### config.mk
export PLATFORM = sky130hd
export DESIGN_NAME = sha256_id_buf_v2_flat
export DESIGN_NICKNAME = d
export VERILOG_FILES = /design/src/rtl/sha256_id_buf_v2_if.sv /design/src/rtl/sha256_id_buf_v2.sv /design/src/flat_wrapper.sv
export SDC_FILE = /design/constraint.sdc
export NUM_CORES = 1
export LEC_CHECK = 0
export BUFFER_PORTS_ARGS = -buffer_cell sky130_fd_sc_hd__clkbuf_2
export CORE_UTILIZATION = 40
export CTS_CLUSTER_SIZE = 24
export DETAILED_ROUTE_END_ITERATION = 8
export MAX_ROUTING_LAYER = met4
export PLACE_DENSITY = 0.61
export SYNTH_ARGS = -nofsm -noshare
export SYNTH_HDL_FRONTEND = slang
export SYNTH_SLANG_ARGS = --single-unit
### constraint.sdc
create_clock -name clk -period 4.3 [get_ports clk]
set_clock_uncertainty 0.15 [all_clocks]
set_input_delay 0.645 -clock clk [delete_from_list [all_inputs] [get_ports clk]]
set_output_delay 0.645 -clock clk [all_outputs]
set_load 0.01 [all_outputs]
### src/rtl/sha256_id_buf_v2_if.sv
// Handshake bundle between the SHA-256 message-ID source, the ID FIFO and the hash output stage.
// The FIFO takes the slave view; the producer/consumer side takes the master view.
interface sha256_id_buf_v2_if #(
   parameter int ID_W = 6
) ();
   logic [ID_W-1:0] id_in;
   logic            id_in_last;
   logic            id_in_valid;
   logic            id_in_ready;
   logic [ID_W-1:0] id_out;
   logic            id_out_last;
   logic            id_out_valid;
   logic            id_out_ready;

   modport master (
      output id_in, id_in_last, id_in_valid, id_out_ready,
      input  id_in_ready, id_out, id_out_last, id_out_valid
   );

   modport slave (
      input  id_in, id_in_last, id_in_valid, id_out_ready,
      output id_in_ready, id_out, id_out_last, id_out_valid
   );
endinterface

### src/rtl/sha256_id_buf_v2.sv
// First-word fall-through {id, last} FIFO with occupancy/packet status and a registered status_id.
// Optional ID sequence checker is built when SHA256_ID_BUF_SEQ_CHECK_EN is defined.
module sha256_id_buf_v2 #(
   parameter int  ID_W  = 6,
   parameter int  DEPTH = 8,
   localparam int CNT_W = $clog2(DEPTH + 1),
   localparam int PTR_W = (DEPTH > 1) ? $clog2(DEPTH) : 1
) (
   input  logic                 clk,
   input  logic                 rst,
   input  logic                 en,
   input  logic                 sync_rst,
   sha256_id_buf_v2_if.slave    bus,
   output logic [ID_W-1:0]      status_id,
   output logic [CNT_W-1:0]     occupancy,
   output logic                 full,
   output logic                 empty,
   output logic [CNT_W-1:0]     pkt_count,
   output logic                 seq_err
);

   logic [ID_W:0]      mem_r [DEPTH];
   logic [PTR_W-1:0]   wr_ptr_r;
   logic [PTR_W-1:0]   rd_ptr_r;
   logic [CNT_W-1:0]   occ_r;
   logic [CNT_W-1:0]   pkt_r;
   logic [ID_W-1:0]    status_id_r;

   logic               active_s;
   logic               full_s;
   logic               empty_s;
   logic               push_s;
   logic               pop_s;
   logic [ID_W-1:0]    head_id_s;
   logic               head_last_s;
   logic [CNT_W-1:0]   occ_nxt_s;
   logic [CNT_W-1:0]   pkt_nxt_s;

   // Pointers wrap explicitly so DEPTH need not be a power of two.
   function automatic logic [PTR_W-1:0] ptr_inc(input logic [PTR_W-1:0] p);
      if (p == PTR_W'(DEPTH - 1)) begin
         return {PTR_W{1'b0}};
      end else begin
         return p + PTR_W'(1);
      end
   endfunction

   // Handshake qualification and next occupancy / packet count.
   always_comb begin
      active_s    = en & ~sync_rst;
      full_s      = (occ_r == CNT_W'(DEPTH));
      empty_s     = (occ_r == {CNT_W{1'b0}});
      head_id_s   = mem_r[rd_ptr_r][ID_W-1:0];
      head_last_s = mem_r[rd_ptr_r][ID_W];
      push_s      = bus.id_in_valid & active_s & ~full_s;
      pop_s       = bus.id_out_ready & active_s & ~empty_s;
      occ_nxt_s   = occ_r;
      pkt_nxt_s   = pkt_r;
      case ({push_s, pop_s})
         2'b10:   occ_nxt_s = occ_r + CNT_W'(1);
         2'b01:   occ_nxt_s = occ_r - CNT_W'(1);
         default: occ_nxt_s = occ_r;
      endcase
      case ({push_s & bus.id_in_last, pop_s & head_last_s})
         2'b10:   pkt_nxt_s = pkt_r + CNT_W'(1);
         2'b01:   pkt_nxt_s = pkt_r - CNT_W'(1);
         default: pkt_nxt_s = pkt_r;
      endcase
   end

   // Storage array; contents are not reset, only accepted beats are written.
   always_ff @(posedge clk) begin
      if (push_s) begin
         mem_r[wr_ptr_r] <= {bus.id_in_last, bus.id_in};
      end
   end

   // Pointers, counters and status_id.
   always_ff @(posedge clk or posedge rst) begin
      if (rst) begin
         wr_ptr_r    <= {PTR_W{1'b0}};
         rd_ptr_r    <= {PTR_W{1'b0}};
         occ_r       <= {CNT_W{1'b0}};
         pkt_r       <= {CNT_W{1'b0}};
         status_id_r <= {ID_W{1'b0}};
      end else if (en) begin
         if (sync_rst) begin
            wr_ptr_r    <= {PTR_W{1'b0}};
            rd_ptr_r    <= {PTR_W{1'b0}};
            occ_r       <= {CNT_W{1'b0}};
            pkt_r       <= {CNT_W{1'b0}};
            status_id_r <= {ID_W{1'b0}};
         end else begin
            if (push_s) begin
               wr_ptr_r <= ptr_inc(wr_ptr_r);
            end
            if (pop_s) begin
               rd_ptr_r    <= ptr_inc(rd_ptr_r);
               status_id_r <= head_id_s;
            end
            occ_r <= occ_nxt_s;
            pkt_r <= pkt_nxt_s;
         end
      end
   end

`ifdef SHA256_ID_BUF_SEQ_CHECK_EN
   logic [ID_W-1:0] exp_id_r;
   logic            first_seen_r;
   logic            seq_err_r;

   // Expected-ID tracker: the first beat seeds it, each packet end advances it by one.
   always_ff @(posedge clk or posedge rst) begin
      if (rst) begin
         exp_id_r     <= {ID_W{1'b0}};
         first_seen_r <= 1'b0;
         seq_err_r    <= 1'b0;
      end else if (en) begin
         if (sync_rst) begin
            exp_id_r     <= {ID_W{1'b0}};
            first_seen_r <= 1'b0;
            seq_err_r    <= 1'b0;
         end else if (push_s) begin
            first_seen_r <= 1'b1;
            if (first_seen_r && (bus.id_in != exp_id_r)) begin
               seq_err_r <= 1'b1;
            end
            if (bus.id_in_last) begin
               exp_id_r <= bus.id_in + ID_W'(1);
            end else if (!first_seen_r) begin
               exp_id_r <= bus.id_in;
            end
         end
      end
   end

   assign seq_err = seq_err_r;
`else
   assign seq_err = 1'b0;
`endif

   assign bus.id_in_ready  = active_s & ~full_s;
   assign bus.id_out_valid = active_s & ~empty_s;
   assign bus.id_out       = head_id_s;
   assign bus.id_out_last  = head_last_s;
   assign status_id        = status_id_r;
   assign occupancy        = occ_r;
   assign pkt_count        = pkt_r;
   assign full             = full_s;
   assign empty            = empty_s;

endmodule

### src/flat_wrapper.sv
// flat-port wrapper written by rule: the top's interface ports become plain ports
module sha256_id_buf_v2_flat 
#(
   parameter int  ID_W  = 6,
   parameter int  DEPTH = 8,
   localparam int CNT_W = $clog2(DEPTH + 1),
   localparam int PTR_W = (DEPTH > 1) ? $clog2(DEPTH) : 1
)
  (clk, rst, en, sync_rst, status_id, occupancy, full, empty, pkt_count, seq_err, bus_id_in, bus_id_in_last, bus_id_in_valid, bus_id_out_ready, bus_id_in_ready, bus_id_out, bus_id_out_last, bus_id_out_valid);
  sha256_id_buf_v2_if #(.ID_W(ID_W)) bus_i ();
  input  logic clk;
  input  logic rst;
  input  logic en;
  input  logic sync_rst;
  output logic [ID_W-1:0] status_id;
  output logic [CNT_W-1:0] occupancy;
  output logic full;
  output logic empty;
  output logic [CNT_W-1:0] pkt_count;
  output logic seq_err;
  input wire logic [$bits(bus_i.id_in)-1:0] bus_id_in;
  input wire logic [$bits(bus_i.id_in_last)-1:0] bus_id_in_last;
  input wire logic [$bits(bus_i.id_in_valid)-1:0] bus_id_in_valid;
  input wire logic [$bits(bus_i.id_out_ready)-1:0] bus_id_out_ready;
  output wire logic [$bits(bus_i.id_in_ready)-1:0] bus_id_in_ready;
  output wire logic [$bits(bus_i.id_out)-1:0] bus_id_out;
  output wire logic [$bits(bus_i.id_out_last)-1:0] bus_id_out_last;
  output wire logic [$bits(bus_i.id_out_valid)-1:0] bus_id_out_valid;
  assign bus_i.id_in = bus_id_in;
  assign bus_i.id_in_last = bus_id_in_last;
  assign bus_i.id_in_valid = bus_id_in_valid;
  assign bus_i.id_out_ready = bus_id_out_ready;
  assign bus_id_in_ready = bus_i.id_in_ready;
  assign bus_id_out = bus_i.id_out;
  assign bus_id_out_last = bus_i.id_out_last;
  assign bus_id_out_valid = bus_i.id_out_valid;
  sha256_id_buf_v2 #(.ID_W(ID_W), .DEPTH(DEPTH)) u_core (.clk(clk), .rst(rst), .en(en), .sync_rst(sync_rst), .bus(bus_i), .status_id(status_id), .occupancy(occupancy), .full(full), .empty(empty), .pkt_count(pkt_count), .seq_err(seq_err));
endmodule
### After elaboration in Yosys (flattened, before gate mapping)

Memories as Yosys holds them, arrays and structs flattened.
Cells that the tools add are included.

* bits in registers: 20
* bits in writable memories: 56
* input bits: 13
* output and inout port bits: 26
* word-level logic and storage cells: 54
* memories kept: 1

Memories
* u_core.mem_r: words 8, width 7, read ports 1, clocked after memory_dff 0, write ports 1, RTL line sha256_id_buf_v2.sv:22 `logic [ID_W:0] mem_r [DEPTH];`

* $add $sub $neg: 6
* equality and inequality tests: 7
* multiplexer cells: 14
* bitwise gates (word level): 12
* reduce and logical (&&, ||, !) cells: 9

Operator list (number)
* $mux W3: 6
* $pmux W4 S2: 2
* $mux W6: 2
* $and A1 B1 Y1: 9
* $add A4 B1 Y4 const B: 2
* $mux W4: 2
* $reduce_and A2 Y1: 4
* $sub A4 B1 Y4 const B: 2
* $add A3 B1 Y3 const B: 2
* $eq A3 B3 Y1 const B: 2
* $reduce_bool A3 Y1: 2
* $eq A2 B1 Y1 const B: 2
* $eq A2 B2 Y1 const B: 2
* $eq A4 B4 Y1 const B: 1
* $logic_not A4 Y1: 1
* $reduce_bool A2 Y1: 2
* $not A1 Y1: 3
* $mux W1: 2

### Longest topological paths before layout

Gate-level depths: netlist (run 1).

* depth in word-level cells: 8
* mapped depth: 11
* mapped depth without buffers: 9

### Worst setup path before layout (run 1)

Ideal clock, no wire load.

* path kind: input port to flip-flop
* start point: in en
* end point: reg u_core.pkt_r[3], in the netlist u_core.pkt_count[3]
* library setup time: 0.129 ns
* arrival: 2.821 ns
* required time: 4.021 ns
* path slack: 1.199 ns
* stages: 10
* path buffers: 1
* cell sequence: clkbuf_1 > nand2b_1 > nor3_1 > and3_1 > ha_1 > a21o_1 > a21oi_1 > a211oi_1 > a311o_1 > o41a_1

* word-level cells in the longest chain between the ends: 7
* elaborated cells on any way between the ends: 13

RTL lines
* start: declaration: RTL line flat_wrapper.sv:13 `input logic en;`
* $and A1 B1 Y1: RTL line sha256_id_buf_v2.sv:50 `active_s = en & ~sync_rst;`
* $and A1 B1 Y1, on equally long branches (2 in a row): RTL line sha256_id_buf_v2.sv:56, sha256_id_buf_v2.sv:55
* $and A1 B1 Y1: RTL line sha256_id_buf_v2.sv:64 `case ({push_s & bus.id_in_last, pop_s & head_last_s})`
* $eq A2 B1 Y1 or $eq A2 B2 Y1 (tied branches): RTL line sha256_id_buf_v2.sv:64
* $pmux W4 S2 or $reduce_bool A3 Y1 (tied branches)
* $mux W4 or $reduce_and A2 Y1 (tied branches)
* end signal: assignment: RTL line sha256_id_buf_v2.sv:84 `pkt_r <= {CNT_W{1'b0}};`
* end signal: assignment: RTL line sha256_id_buf_v2.sv:91 `pkt_r <= {CNT_W{1'b0}};`
* end signal: assignment: RTL line sha256_id_buf_v2.sv:102 `pkt_r <= pkt_nxt_s;`
* end: declaration: RTL line sha256_id_buf_v2.sv:26 `logic [CNT_W-1:0] pkt_r;`

Several ways; a longest one is shown, not always the timed one.
A chain may end at the register's enable or synchronous reset.

### Final worst setup path (run 1)

* start point: reg u_core.occ_r[1], in the netlist u_core.occupancy[1]
* end point: reg u_core.pkt_r[3], in the netlist u_core.pkt_count[3]

* word-level cells in the longest chain between the ends: 7
* elaborated cells on any way between the ends: 14

RTL lines
* start: declaration: RTL line sha256_id_buf_v2.sv:25 `logic [CNT_W-1:0] occ_r;`
* start signal: assignment: RTL line sha256_id_buf_v2.sv:83 `occ_r <= {CNT_W{1'b0}};`
* start signal: assignment: RTL line sha256_id_buf_v2.sv:90 `occ_r <= {CNT_W{1'b0}};`
* start signal: assignment: RTL line sha256_id_buf_v2.sv:101 `occ_r <= occ_nxt_s;`
* $eq A4 B4 Y1 or $logic_not A4 Y1 (tied branches): RTL line sha256_id_buf_v2.sv:51, sha256_id_buf_v2.sv:52
* $not A1 Y1, on equally long branches: RTL line sha256_id_buf_v2.sv:55, sha256_id_buf_v2.sv:56
* $and A1 B1 Y1, on equally long branches: RTL line sha256_id_buf_v2.sv:55, sha256_id_buf_v2.sv:56
* $and A1 B1 Y1: RTL line sha256_id_buf_v2.sv:64
* $eq A2 B1 Y1 or $eq A2 B2 Y1 (tied branches): RTL line sha256_id_buf_v2.sv:64
* $pmux W4 S2 or $reduce_bool A3 Y1 (tied branches)
* $mux W4 or $reduce_and A2 Y1 (tied branches)

Several ways; a longest one is shown, not always the timed one.

==> reports/metrics.json, run 1 <==
{
  "fin_crit_sh": 0.749,
  "layout.cells.non_filler": 352,
  "drt_pre_antenna_iters": 4,
  "place_congestion": 0.761,
  "worstPathMaxFanout": 9,
  "grt_max_degree": 21,
  "final_layout_size_suffix_gt1_frac": 0.364,
  "setup_viol_count_final": 0,
  "totalPowerFinal_mw": 1.96,
  "cts_post_setup_buffers_inserted": 0,
  "power.share.switching": 0.317,
  "syn_avg_cell_area_sq_um": 16.7,
  "worst_path_clk_slew_ps": 90,
  "core_region_area_sq_um": 7890,
  "muxShareOfSynthArea": 0.125,
  "p_leak_nw": 1.48,
  "fillCellCount": 684,
  "final.min_clock_period_ps": 3220,
  "post_cts_resize_count": 0,
  "synth.yosys.seq_area_share": 0.652,
  "timing.final.max_slew_violations": 0,
  "hold_buffers": 0,
  "p_sw_uw": 620,
  "area_growth_syn_to_layout_pct": 14.8,
  "vias": 1876,
  "yosys.cell_types.count": 48,
  "detailedRoute.firstIterationViolations": 115,
  "h_tree_levels": 3,
  "finalWirelength_mm": 6.25,
  "cp.required_ps": 4370,
  "yosys.area_share.xor_xnor": 0.00524,
  "power_density_over_the_cells_nw_per_um2": 510,
  "tritoncts_num_sinks": 76,
  "post_synth_main_area_contributors": "edfxtp_1 50%, dfrtp_1 15%, mux4_2 9.4%, a22o_1 3.1%, mux2_2 3.0%",
  "cts_made_buffers": 9,
  "power.ir.vdd_worst_mv": 0.194,
  "yosysWarningCount": 0,
  "route.detailed.drc": 0,
  "std_cell_rows": 32,
  "number_of_antenna_violations_at_the_first_check_in_global_routing": 0,
  "starting_density_of_the_core": 0.424,
  "grt_pass1_wl_mm": 10.0,
  "dieHeight_microns": 93.5,
  "io_pins": 39,
  "cts_root_buffer": "clkbuf_8",
  "area_fraction_in_compound_gates_after_synthesis": 0.0939,
  "setup.worst_path.class": "flip-flop to flip-flop",
  "wl_per_cell_microns": 17.8,
  "synth_edf_count": 56,
  "clock_tree_from_tritoncts": "yes",
  "via_count_of_the_first_global_routing_pass": 1879,
  "post-synth-top-count-cell": "edfxtp_1",
  "post_synth_and_or_nand_nor_area_fraction": 0.0647,
  "die-area_sq_um": 8730,
  "synth_adder_area_share": 0.0359,
  "max_slew_margin": 0.417,
  "maxCapViolCount": 0,
  "place.port_buffers": 37,
  "cell_internal_pwr_mw": 1.34,
  "track_usage": 0.165,
  "synth_commonest_cells": "56 x edfxtp_1, 20 x dfrtp_1, 14 x mux4_2",
  "antenna_violating_nets_post_route": 0,
  "seq_power_share": 0.475,
  "die-width_microns": 93.5,
  "finalHoldViolCount": 0,
  "placed_cells_incl_taps": 336,
  "kind_of_start_point_of_the_critical_path": "flip-flop",
  "power_share_of_the_clock_group": 0.243,
  "grt-ovfl-total": 0,
  "hold_path.class": "input pin to asynchronous set/reset pin",
  "postSynthRegisterBits": 76,
  "worst_setup_path_end_kind": "flip-flop",
  "synth_top_area_share": 0.503,
  "detailed_place_hpwl_mm": 4.17,
  "clockBufferDepth": 2,
  "setup_repair_after_global_routing_missed_its_margin": "false",
  "syn-cell-area_sq_um": 3350,
  "finalWorstSetupSlack_ps": 1080,
  "synth_cells": 200,
  "num_antenna_cells": 0,
  "clock.fmax_ghz": 0.311,
  "worst_slew_pin_slew_ps": 866,
  "place_worst_setup_slack_ps": 1030,
  "post-synth-top-area-cell": "edfxtp_1",
  "outcome": "finished, final reports clean",
  "p_comb_frac": 0.282,
  "synth-async-reset-ratio": 0.263,
  "yosys_most_used_dff": "edfxtp_1",
  "synth_top_family_by_area": "multiplexers",
  "worst_skew_pair.late_latency_ps": 340,
  "postSynthNetCount": 222,
  "fin_nets": 267,
  "routed_via_density": 5.33,
  "setup_total_negative_slack_ps": 0,
  "crit_arrival_ps": 3290
}
layout by cell type, fill, tap and decap left out, types with 2 or more instances in the layout:
cell type    n
nor3_1       8
mux4_2      14
a22o_1      12
nand2b_1     4
a21oi_1      4
clkbuf_8     9
xor2_1       2
or2_1        2
inv_1        5
nor2b_1      3
o21ai_0      3
nand2_1      4
clkbuf_2    37
nor2_1       5
ha_1         8
clkinvlp_4   2
mux2_2       9
edfxtp_1    56
buf_4        8
inv_6        2
and3_1       2
dfrtp_1     20
o31ai_2      2
flip-flops by register name (all words and copies together) (netlist names):
signal and flops:
u_core.pkt_count 4, u_core.occupancy 4, u_core.mem_r 56, u_core.wr_ptr_r 3, u_core.rd_ptr_r 3, u_core.status_id 6
per-layer routing:
layer  GRT usage  vias to the layer above  wire (microns)
met1       0.211                      941            2830
met2       0.264                       37            3140
li1            -                      893               -
met3      0.0447                        5             241
met5           -                        -               0
met4      0.0423                        0              42
critical path, cell delays in order (launching register included):
cell      delay (ps)
dfrtp_1          480
or4b_1           700
nand4_1          230
and3_1           320
ha_1             270
a21o_1           170
a21oi_1          260
a211oi_1          90
a311o_1          330
o41a_1           110
logic make-up after synthesis:
logic type | after synthesis
compound gates | 35
xor+xnor | 2
fa+ha+maj | 9
buf+inv | 16
flops | 76
mux | 23
other cells | 1
simple gates | 38
worst paths after layout:
check                                    start                   to  slack, ps  cells past startpoint
setup / recovery           u_core.occupancy[1]  u_core.pkt_count[3]       1080                      9
hold / removal                             rst   u_core.rd_ptr_r[1]        290                      2
setup reg to reg           u_core.occupancy[1]  u_core.pkt_count[3]       1080                      9
hold reg to reg            u_core.status_id[0]  u_core.status_id[0]        360                      1
max in group asynchronous                  rst  u_core.occupancy[2]       3180                      2
min in group clk           u_core.status_id[0]  u_core.status_id[0]        360                      1
power by group through the flow:
| stage | combinational (mW) | clock, mW | sequential [mW] |
|---|---|---|---|
| 2_1_floorplan | 0.383 | 0 | 0.947 |
| 3_3_place_gp | 0.561 | 0 | 0.944 |
| 3_5_place_dp | 0.566 | 0 | 0.947 |
| 4_1_cts | 0.566 | 0.496 | 0.932 |
| 5_1_grt | 0.614 | 0.528 | 0.944 |
| 6_report | 0.553 | 0.476 | 0.931 |
through the flow:
stage	util	hold WS, ps	cell area (sq um)
finish	0.487	292	3840
global route	0.487	350	3840
CTS	0.487	317	3840
detailed placement	0.465	347	3670
global placement	0.465	342	3670
floorplan	-	394	3350
final cells by class:
| class | instances | area [sq um] | share of cell area |
|---|---|---|---|
| inverters | 5 | 18.8 | 0.00489 |
| well taps | 102 | 128 | 0.0332 |
| repair buffers | 45 | 245 | 0.0638 |
| multi-input cells | 108 | 1090 | 0.285 |
| flip-flops and latches | 76 | 2180 | 0.568 |
| clock inverters | 7 | 50.0 | 0.0130 |
| clock buffers | 9 | 124 | 0.0322 |
Power figures use the tool's default switching activity.
==> inputs of run 2 (changes only) <==
==> constraint.sdc (replaced) <==
create_clock -name clk -period 3 [get_ports clk]
set_clock_uncertainty 0.15 [all_clocks]
set_input_delay 0.45 -clock clk [delete_from_list [all_inputs] [get_ports clk]]
set_output_delay 0.45 -clock clk [all_outputs]
set_load 0.01 [all_outputs]
==> reports/metrics.json, run 2 (synthesis gave the netlist of run 1 again) <==
{
  "area_growth_syn_to_layout": {"value": 20.1, "unit": "%", "change": "was 14.8%"},
  "setup_viol_count_final": {"value": 0, "change": "unchanged"},
  "fin_crit_sh": {"value": 0.957, "change": "was 0.749"},
  "fillCellCount": {"value": 665, "change": "was 684"},
  "power.ir.vdd_worst": {"value": 0.422, "unit": "mV", "change": "was 0.194 mV"},
  "die-width": {"value": 93.5, "unit": "microns", "change": "unchanged"},
  "drt_pre_antenna_iters": {"value": 4, "change": "unchanged"},
  "grt-ovfl-total": {"value": 0, "change": "unchanged"},
  "via_count_of_the_first_global_routing_pass": {"value": 2015, "change": "was 1879"},
  "std_cell_rows": {"value": 32, "change": "unchanged"},
  "dieHeight": {"value": 93.5, "unit": "microns", "change": "unchanged"},
  "setup_total_negative_slack": {"value": 0, "unit": "ps", "change": "unchanged"},
  "finalHoldViolCount": {"value": 0, "change": "unchanged"},
  "cts_post_setup_buffers_inserted": {"value": 0, "change": "unchanged"},
  "maxCapViolCount": {"value": 0, "change": "unchanged"},
  "finalCoreUtilization": {"value": 0.510, "change": "was 0.487"},
  "clockBufferDepth": {"value": 2, "change": "unchanged"},
  "max_flop_register": {"value": "u_core.mem_r", "change": "unchanged"},
  "p_sw": {"value": 909, "unit": "uW", "change": "was 620 uW"},
  "totalPowerFinal": {"value": 2.98, "unit": "mW", "change": "was 1.96 mW"},
  "crit_arrival": {"value": 2940, "unit": "ps", "change": "was 3290 ps"},
  "detailedRoute.firstIterationViolations": {"value": 155, "change": "was 115"},
  "route.detailed.drc": {"value": 0, "change": "unchanged"},
  "place_congestion": {"value": 0.752, "change": "was 0.761"},
  "routed_via_density": {"value": 5.28, "change": "was 5.33"},
  "die-area": {"value": 8730, "unit": "sq um", "change": "unchanged"},
  "worst_setup_path_end_kind": {"value": "flip-flop", "change": "unchanged"},
  "cell_internal_pwr": {"value": 2.08, "unit": "mW", "change": "was 1.34 mW"},
  "final.min_clock_period": {"value": 2870, "unit": "ps", "change": "was 3220 ps"},
  "track_usage": {"value": 0.174, "change": "was 0.165"},
  "fin_nets": {"value": 284, "change": "was 267"},
  "commonest_cells_after_routing_fill_and_taps_aside": {"value": "56 x edfxtp_1, 37 x clkbuf_2, 25 x buf_4", "change": "was 56 x edfxtp_1, 37 x clkbuf_2, 20 x dfrtp_1"},
  "detailed_place_hpwl": {"value": 4.53, "unit": "mm", "change": "was 4.17 mm"},
  "power_share_of_the_clock_group": {"value": 0.254, "change": "was 0.243"},
  "outcome": {"value": "finished, final reports clean", "change": "unchanged"},
  "num_antenna_cells": {"value": 0, "change": "unchanged"},
  "cp.required": {"value": 3070, "unit": "ps", "change": "was 4370 ps"},
  "cts_root_buffer": {"value": "clkbuf_8", "change": "unchanged"},
  "largest_register_ffs": {"value": 56, "change": "unchanged"},
  "core_region_area": {"value": 7890, "unit": "sq um", "change": "unchanged"},
  "grt_max_degree": {"value": 21, "change": "unchanged"},
  "kind_of_start_point_of_the_critical_path": {"value": "flip-flop", "change": "unchanged"},
  "final_layout_size_suffix_gt1_frac": {"value": 0.416, "change": "was 0.364"},
  "tritoncts_num_sinks": {"value": 76, "change": "unchanged"},
  "p_leak": {"value": 1.58, "unit": "nW", "change": "was 1.48 nW"},
  "worst_skew_pair.late_latency": {"value": 340, "unit": "ps", "change": "about the same"},
  "h_tree_levels": {"value": 3, "change": "unchanged"},
  "final_common_cell": {"value": "edfxtp_1", "change": "unchanged"},
  "clock.fmax": {"value": 0.348, "unit": "GHz", "change": "was 0.311 GHz"},
  "starting_density_of_the_core": {"value": 0.424, "change": "unchanged"},
  "p_comb_frac": {"value": 0.307, "change": "was 0.282"},
  "io_pins": {"value": 39, "change": "unchanged"},
  "worst_slew_pin_slew": {"value": 849, "unit": "ps", "change": "was 866 ps"},
  "max_slew_margin": {"value": 0.433, "change": "was 0.417"},
  "finalWirelength": {"value": 6.46, "unit": "mm", "change": "was 6.25 mm"},
  "seq_power_share": {"value": 0.439, "change": "was 0.475"},
  "timing.final.max_slew_violations": {"value": 0, "change": "unchanged"},
  "worstPathMaxFanout": {"value": 5, "change": "was 9"},
  "grt_pass1_wl": {"value": 10.6, "unit": "mm", "change": "was 10.0 mm"},
  "hold_path.class": {"value": "input pin to asynchronous set/reset pin", "change": "unchanged"},
  "number_of_antenna_violations_at_the_first_check_in_global_routing": {"value": 0, "change": "unchanged"},
  "setup.worst_path.class": {"value": "flip-flop to flip-flop", "change": "unchanged"},
  "worst_path_clk_slew": {"value": 80, "unit": "ps", "change": "was 90 ps"},
  "setup_repair_after_global_routing_missed_its_margin": {"value": "false", "change": "unchanged"},
  "vias": {"value": 1950, "change": "was 1876"},
  "cts_made_buffers": {"value": 9, "change": "unchanged"},
  "power_density_over_the_cells": {"value": 743, "unit": "nW/um^2", "change": "was 510 nW/um^2"},
  "power.share.switching": {"value": 0.305, "change": "was 0.317"},
  "antenna_violating_nets_post_route": {"value": 0, "change": "unchanged"},
  "wl_per_cell": {"value": 17.5, "unit": "microns", "change": "was 17.8 microns"},
  "clock_tree_from_tritoncts": {"value": "yes", "change": "unchanged"},
  "place.port_buffers": {"value": 37, "change": "unchanged"}
}
==> run 2: worst paths after layout <==
path                                      from             endpoint  slack, ps  cells after the start
max                         u_core.rd_ptr_r[0]  u_core.pkt_count[3]        130                      9
min                                        rst   u_core.rd_ptr_r[1]        100                      2
max reg2reg                 u_core.rd_ptr_r[0]  u_core.pkt_count[3]        130                      9
min reg2reg                u_core.status_id[5]  u_core.status_id[5]        350                      1
max in group asynchronous                  rst   u_core.rd_ptr_r[0]       2020                      2
min in group clk                  bus_id_in[2]   u_core.mem_r[7][2]        240                      1
==> run 2: layer usage <==
layer	share of wire	track usage
met4	0.012	0.0577
met2	0.50	0.279
met1	0.45	0.216
met3	0.040	0.0439
met5	0	-
==> run 2: area by class of cell <==
cell class | count | area (sq um) | area share
inverter | 5 | 18.8 | 0.00467
clock inverter | 7 | 73.8 | 0.0184
sequential | 76 | 2180 | 0.543
tap | 102 | 128 | 0.0318
timing repair buffer | 62 | 373 | 0.0928
multi-input combinational | 108 | 1120 | 0.278
clock buffer | 9 | 124 | 0.0308
==> run 2: through the flow <==
step	instance area (sq um)	setup WS, ps	hold WS, ps	cells
2_1_floorplan	3360	39.7	264	200
3_3_place_gp	3810	133	338	353
3_5_place_dp	3810	90.9	343	353
4_1_cts	4010	74.0	138	369
5_1_grt	4020	13.0	174	369
6_report	4020	130	100	369
==> run 2: worst max-delay path: stages, from the launching register on <==
cell and delay [ps]:
dfrtp_2 420, mux4_2 500, mux2_4 300, and3_2 220, ha_1 270, a21o_1 210, a21oi_4 180, a211oi_1 70
a311o_1 320, o41a_1 110
==> run 2: power by group through the flow <==
stage	logic (mW)	registers [mW]	clock network, mW
after CTS	0.927	1.31	0.786
after global placement	0.915	1.33	0
after global routing	1.01	1.33	0.833
after detailed placement	0.927	1.33	0
final	0.917	1.31	0.758
after floorplan	0.562	1.36	0
==> run 2: timing repair <==
action,4_1_cts,5_1_grt
resized for setup,0,3
hold buffers,0,0
endpoints found under the setup margin,0,1
